<file path="config.mk">
export PLATFORM = sky130hd
export DESIGN_NAME = uart_rx_fifo_wr
export DESIGN_NICKNAME = d
export VERILOG_FILES = /design/src/rtl/uart_rx_fifo_wr.sv
export SDC_FILE = /design/constraint.sdc
export NUM_CORES = 1
export LEC_CHECK = 0
export BUFFER_PORTS_ARGS = -buffer_cell sky130_fd_sc_hd__buf_2
export CORE_ASPECT_RATIO = 1.2
export CORE_UTILIZATION = 50
export CTS_CLUSTER_DIAMETER = 120
export DETAILED_ROUTE_END_ITERATION = 8
export GPL_TIMING_DRIVEN = 1
export PLACE_DENSITY = 0.71
export SLEW_MARGIN = 20
export SYNTH_ARGS = -nofsm -noshare
export SYNTH_HDL_FRONTEND = slang
export SYNTH_SLANG_ARGS = --single-unit
</file>
<file path="constraint.sdc">
create_clock -name clk -period 5.8 [get_ports clk]
set_input_delay 0.58 -clock clk [delete_from_list [all_inputs] [get_ports clk]]
set_output_delay 0.58 -clock clk [all_outputs]
set_load 0.02 [all_outputs]
</file>
<file path="src/rtl/uart_rx_fifo_wr.sv">
// 8N1 UART receiver that pushes each good byte into a downstream FIFO.
// Flags framing errors and bytes dropped because the FIFO was full.
module uart_rx_fifo_wr #(
    parameter int unsigned CLKS_PER_BIT = 16
) (
    input  logic        clk,
    input  logic        rst,
    input  logic        rx,
    input  logic        full,
    output logic        wr,
    output logic [7:0]  din,
    output logic        frame_err,
    output logic        overrun,
    output logic [15:0] byte_cnt
);

    localparam logic [9:0] HALF_LAST = 10'(CLKS_PER_BIT / 2 - 1);
    localparam logic [9:0] BIT_LAST  = 10'(CLKS_PER_BIT - 1);

    typedef enum logic [2:0] {
        StIdle,
        StStart,
        StData,
        StStop,
        StBreak
    } state_t;

    state_t      r_state;
    logic        r_rx_meta;
    logic        r_rx_s;
    logic        r_rx_prev;
    logic [9:0]  r_cnt;
    logic [2:0]  r_bit_idx;
    logic [7:0]  r_shift;
    logic [7:0]  r_din;
    logic        r_wr;
    logic        r_frame_err;
    logic        r_overrun;
    logic [15:0] r_byte_cnt;
    logic        w_fall;

    // r_rx_prev tracks rx_s independently of state, so an edge landing in the
    // cycle IDLE is re-entered is still seen.
    assign w_fall = r_rx_prev & ~r_rx_s;

    always_ff @(posedge clk) begin
        if (rst) begin
            r_state     <= StIdle;
            r_rx_meta   <= 1'b1;
            r_rx_s      <= 1'b1;
            r_rx_prev   <= 1'b1;
            r_cnt       <= '0;
            r_bit_idx   <= '0;
            r_shift     <= '0;
            r_din       <= '0;
            r_wr        <= 1'b0;
            r_frame_err <= 1'b0;
            r_overrun   <= 1'b0;
            r_byte_cnt  <= '0;
        end else begin
            r_rx_meta   <= rx;
            r_rx_s      <= r_rx_meta;
            r_rx_prev   <= r_rx_s;
            r_wr        <= 1'b0;
            r_frame_err <= 1'b0;
            r_overrun   <= 1'b0;

            unique case (r_state)
                StIdle: begin
                    if (w_fall) begin
                        r_state <= StStart;
                        r_cnt   <= '0;
                    end
                end
                StStart: begin
                    if (r_cnt == HALF_LAST) begin
                        r_cnt     <= '0;
                        r_bit_idx <= '0;
                        r_state   <= r_rx_s ? StIdle : StData;
                    end else begin
                        r_cnt <= r_cnt + 10'd1;
                    end
                end
                StData: begin
                    if (r_cnt == BIT_LAST) begin
                        r_cnt   <= '0;
                        r_shift <= {r_rx_s, r_shift[7:1]};
                        if (r_bit_idx == 3'd7) begin
                            r_bit_idx <= '0;
                            r_state   <= StStop;
                        end else begin
                            r_bit_idx <= r_bit_idx + 3'd1;
                        end
                    end else begin
                        r_cnt <= r_cnt + 10'd1;
                    end
                end
                StStop: begin
                    if (r_cnt == BIT_LAST) begin
                        r_cnt <= '0;
                        r_din <= r_shift;
                        if (!r_rx_s) begin
                            r_frame_err <= 1'b1;
                            r_state     <= StBreak;
                        end else if (full) begin
                            r_overrun <= 1'b1;
                            r_state   <= StIdle;
                        end else begin
                            r_wr    <= 1'b1;
                            r_state <= StIdle;
                            if (r_byte_cnt != 16'hFFFF) begin
                                r_byte_cnt <= r_byte_cnt + 16'd1;
                            end
                        end
                    end else begin
                        r_cnt <= r_cnt + 10'd1;
                    end
                end
                StBreak: begin
                    if (r_rx_s) begin
                        r_state <= StIdle;
                    end
                end
                default: r_state <= StIdle;
            endcase
        end
    end

    assign wr        = r_wr;
    assign din       = r_din;
    assign frame_err = r_frame_err;
    assign overrun   = r_overrun;
    assign byte_cnt  = r_byte_cnt;

endmodule

</file>
* After elaboration in Yosys (flattened, before gate mapping)
Index checks and enable logic that the tools add are counted.
Word-level totals: register bits 54, bits in latches 0, memory bits (writable) 0, ROM bits 0, input port bits 4, output and inout port bits 27, word-level logic and storage cells 66, memories kept 0
Cells by class: add/sub/neg operators 3, $mul 0, div/mod/pow operators 0, order comparisons 0, equality and inequality tests 14, shift operators 0, muxes and demuxes 20, bitwise gates (word level) 5, reduce and logical (&&, ||, !) cells 12
Operator list (count):
- 10-bit 2-to-1 mux | 3
- 3-bit 2-to-1 mux | 10
- 10-bit one-hot mux with 3 select lines | 1
- 16-bit by 1-bit adder with 16-bit output, second input constant | 1
- 16-bit != test, second input constant | 1
- 3-bit one-hot mux with 5 select lines | 1
- 2-bit != test, second input constant | 6
- 10-bit by 1-bit adder with 10-bit output, second input constant | 1
- 10-bit by 3-bit == test with 1-bit output, second input constant | 1
- 10-bit by 4-bit == test with 1-bit output, second input constant | 1
- 3-bit by 2-bit == test with 1-bit output, second input constant | 2
- 3-bit == test, second input constant | 2
- 3-bit one-hot mux with 2 select lines | 1
- 2-bit AND reduction | 3
- 6-bit AND reduction | 1
- 5-bit AND reduction | 1
- 1-bit inverter | 4
- 4-bit OR reduction | 1
- 3-bit by 1-bit adder with 3-bit output, second input constant | 1
- 3-bit by 1-bit == test with 1-bit output, second input constant | 1
- 3-bit zero test | 1
- 1-bit 2-to-1 mux | 3
- 3-bit AND reduction | 1
- 3-bit nonzero test | 1
- other kinds (5) | 5

* Logic depth before layout (Yosys ltp)
word-level depth 4, depth in mapped cells 8

* Least setup slack after synthesis
No wires, ideal clock.
path kind register to register, from register r_cnt[9], to register r_byte_cnt[5] (netlist: byte_cnt[5]), arrival time 2.149 ns, slack 3.530 ns, cell stages (with the launch flop) 7, path buffers 1, period minus slack after synthesis 2.270 ns, cell sequence dfxtp_1 > or4_4 > nor4_4 > nand4_2 > buf_6 > nor4_1 > mux2_2
Between the ends: word-level cells in the longest chain between the ends 2
Ends and longest elaborated chain:
- start, declared | RTL line 32 | logic [9:0] r_cnt;
- start signal, assigned | RTL line 81 | r_cnt <= r_cnt + 10'd1;
- start signal, assigned | RTL line 95 | r_cnt <= r_cnt + 10'd1;
- start signal, assigned | RTL line 116 | r_cnt <= r_cnt + 10'd1;
- 10-bit by 4-bit == test with 1-bit output | RTL line 99 | if (r_cnt == BIT_LAST) begin
- 5-bit AND reduction (no line)
- end signal, assigned | RTL line 112 | r_byte_cnt <= r_byte_cnt + 16'd1;
- end, declared | RTL line 39 | logic [15:0] r_byte_cnt;
Every way passes these cells. A chain may end at the register's enable or synchronous reset.

* Worst setup path in the final report
from register r_cnt[4], to register r_byte_cnt[5] (netlist: byte_cnt[5])
Same word-level chain as after synthesis.

==> results.cfg <==
[global_routing]
antenna_found_initial = 0
grt_pass1_wl_microns = 7980
grt_pass1_vias = 1791
track_usage_pct = 19.6
grt_max_degree = 49
gr-total-overflow = 0

[finish]
drive_gt1_share_pct = 16.1
antenna_cells = 0
fin_nets = 306
utilization_pct = 58.8
area_growth_pct = 12.5
stdcell_area_sq_mm = 0.00272

[worst_setup_path]
cp.required_ns = 5.99
crit_arrival_ns = 3.05
critPathLaunchType = register
path_max_fanout = 21
critPathMaxStageDelay_ns = 0.59
end_kind = register
cp_top_family = simple AND/OR/NAND/NOR gates
cp_num_buf_inv = 0
timing_worst_setup_path_type = register to register
worstPathCellList = or4_4 > nor4_4 > nand4_2 > nor4_1 > mux2_2
cp_slowest_cell = nand4_2

[clock_tree]
clk_path_buf_depth = 2
cts_buffers = 5
cts-root-buf = clkbuf_8
cts.sinks = 54
insertion_delay_ns = 0.30
cts_tree = done
ctsHtreeMaxLevel = 2
cts_setup_buffers = 0
clk_pin_slew_ns = 0.09
holdBufCountCts = 0
cts_resized = 0

[logic_synthesis]
yosys-top-cells-count = dfxtp_1 (54), a21oi_1 (32), nand2_1 (27)
synth_top_cells_by_area = dfxtp_1 (45%), a21oi_1 (6.6%), nand2_1 (4.2%), or4_1 (4.0%), mux2i_1 (3.7%)
avgSynthCellArea_sq_um = 8.77
yosysTopAreaCell = dfxtp_1
synth_cells = 276
seq_area_frac_synth_pct = 44.7
synth_edf_count = 0
synthArstFlopShare_pct = 0
post-synth-top-count-cell = dfxtp_1
synth_nets = 284
synth_seq_cells = 54
yosysUniqueCellTypes = 43
syn-cell-area_sq_mm = 0.00242
synth_top_area_share_pct = 44.7
ys.flop_type = dfxtp_1
yosys_warnings = 0

[timing]
finalSetupViolations = 0
period_share_pct = 49.2
report.final.slew_viol_count = 0
skew_ns = 0.00427
timing.hold.ws_ns = 0.421
worstMarginPinSlew_ns = 0.883
slew_headroom_pct = 41.1
fmax_mhz = 351
finalHoldViolCount = 0
tns_ns = 0
rsz0062_at_grt = no
period_needed_ns = 2.85

[place]
gp_congestion = 0.775
portBuffers = 30
dpl.hpwl_microns = 3210
post_dp_cell_area_sq_mm = 0.00258

[floorplan]
dieArea_sq_mm = 0.00512
die_w_microns = 65.5
fp-row-count = 27
start_util_pct = 52.3
core_sq_mm = 0.00463
die_h_microns = 78.2
ioPinCount = 31

[routing]
via_count = 2038
first_pass_iters = 4
drc_errors = 0
drt-wirelength-per-cell_microns = 13.3
post_drt_via_cell_ratio = 5.71
drt_iter0_markers = 100
antenna_left = 0
drt-total-wl_microns = 4760

[power_and_ir_drop]
p_leak_nw = 1.09
p_per_area_mw_per_mm2 = 256
vdd_ir_drop_max_v = 0.000146

[worst_hold_path]
hold_path_class = register to register

[flow_run]
max_cap_viol_count = 0

[run_status]
outcome = finished, final reports clean
## registers in the layout, summed over array words and instances, names as in the netlist
register,flops
din,8
overrun,1
frame_err,1
r_bit_idx,3
r_rx_meta,1
r_state,3
r_shift,8
wr,1
r_cnt,10
r_rx_prev,1
byte_cnt,16
r_rx_s,1
## final cells by class
type	instances	area [sq um]
sequential	54	1080
timing repair buffer	31	158
inverter	3	11.3
multi-input combinational	203	1260
clock buffer	6	82.6
fill	420	1910
tap	58	72.6
clock inverter	2	60.1
## where the power goes
group          total [W]  internal [W]  switching (W)
clock           0.000302      0.000184       0.000118
sequential      0.000375      0.000372     0.00000258
combinational  0.0000214    0.00000619      0.0000152
## worst reg2reg max path, delay by kind of cell (launching register included)
kind             cells  cell delay, ns
and+or+nand+nor      4            2.03
muxes                1            0.37
DFF                  1            0.35
## layer usage
| metal | share of wire [%] | up-vias | track usage, % |
|---|---|---|---|
| met4 | 0.97 | 0 | 7.17 |
| li1 | - | 1055 | - |
| met1 | 49 | 958 | 25.8 |
| met5 | 0 | - | 0 |
| met2 | 48 | 21 | 32.1 |
| met3 | 2.1 | 4 | 3.05 |
## metrics by stage
step	setup slack (ns)	instances	power, W
floorplan	3.53	276	0.000400
global placement	3.01	349	0.000405
detailed placement	2.93	349	0.000405
CTS	2.94	357	0.000706
global route	2.79	357	0.000725
finish	2.95	357	0.000698
## cells by family (layout without fill, tap and decap cells)
kind of cell	after synthesis	after routing	synth area share (%)
compound gates	67	67	17.4
xor+xnor	3	3	1.09
fa+ha+maj	4	4	2.07
buf+inv	19	42	3.41
flops	54	54	44.7
mux	10	10	4.19
simple gates	119	119	27.2
## cells in the final DEF (no fill, tap or decap), types with 4 or more instances in the layout
| master | count |
|---|---|
| o31ai_1 | 12 |
| a31oi_1 | 7 |
| nand2b_1 | 11 |
| nand2_1 | 27 |
| or4_1 | 13 |
| buf_2 | 30 |
| nand3_1 | 15 |
| a21oi_1 | 32 |
| or2_2 | 4 |
| nor2b_1 | 6 |
| and3_1 | 9 |
| clkbuf_8 | 6 |
| nor2_1 | 19 |
| dfxtp_1 | 54 |
| mux2i_1 | 9 |
| ha_1 | 4 |
## worst paths after layout
check	start	to	slack, ns	cells after the start
worst max-delay path	r_cnt[4]$_SDFFE_PP0P_	byte_cnt[5]$_SDFFE_PP0P_	2.95	5
worst min register to register	r_rx_meta$_SDFF_PP1_	r_rx_s$_SDFF_PP1_	0.42	1
worst max register to register	r_cnt[4]$_SDFFE_PP0P_	byte_cnt[5]$_SDFFE_PP0P_	2.95	5
worst min-delay path	r_rx_meta$_SDFF_PP1_	r_rx_s$_SDFF_PP1_	0.42	1
Power figures use the tool's default switching activity.
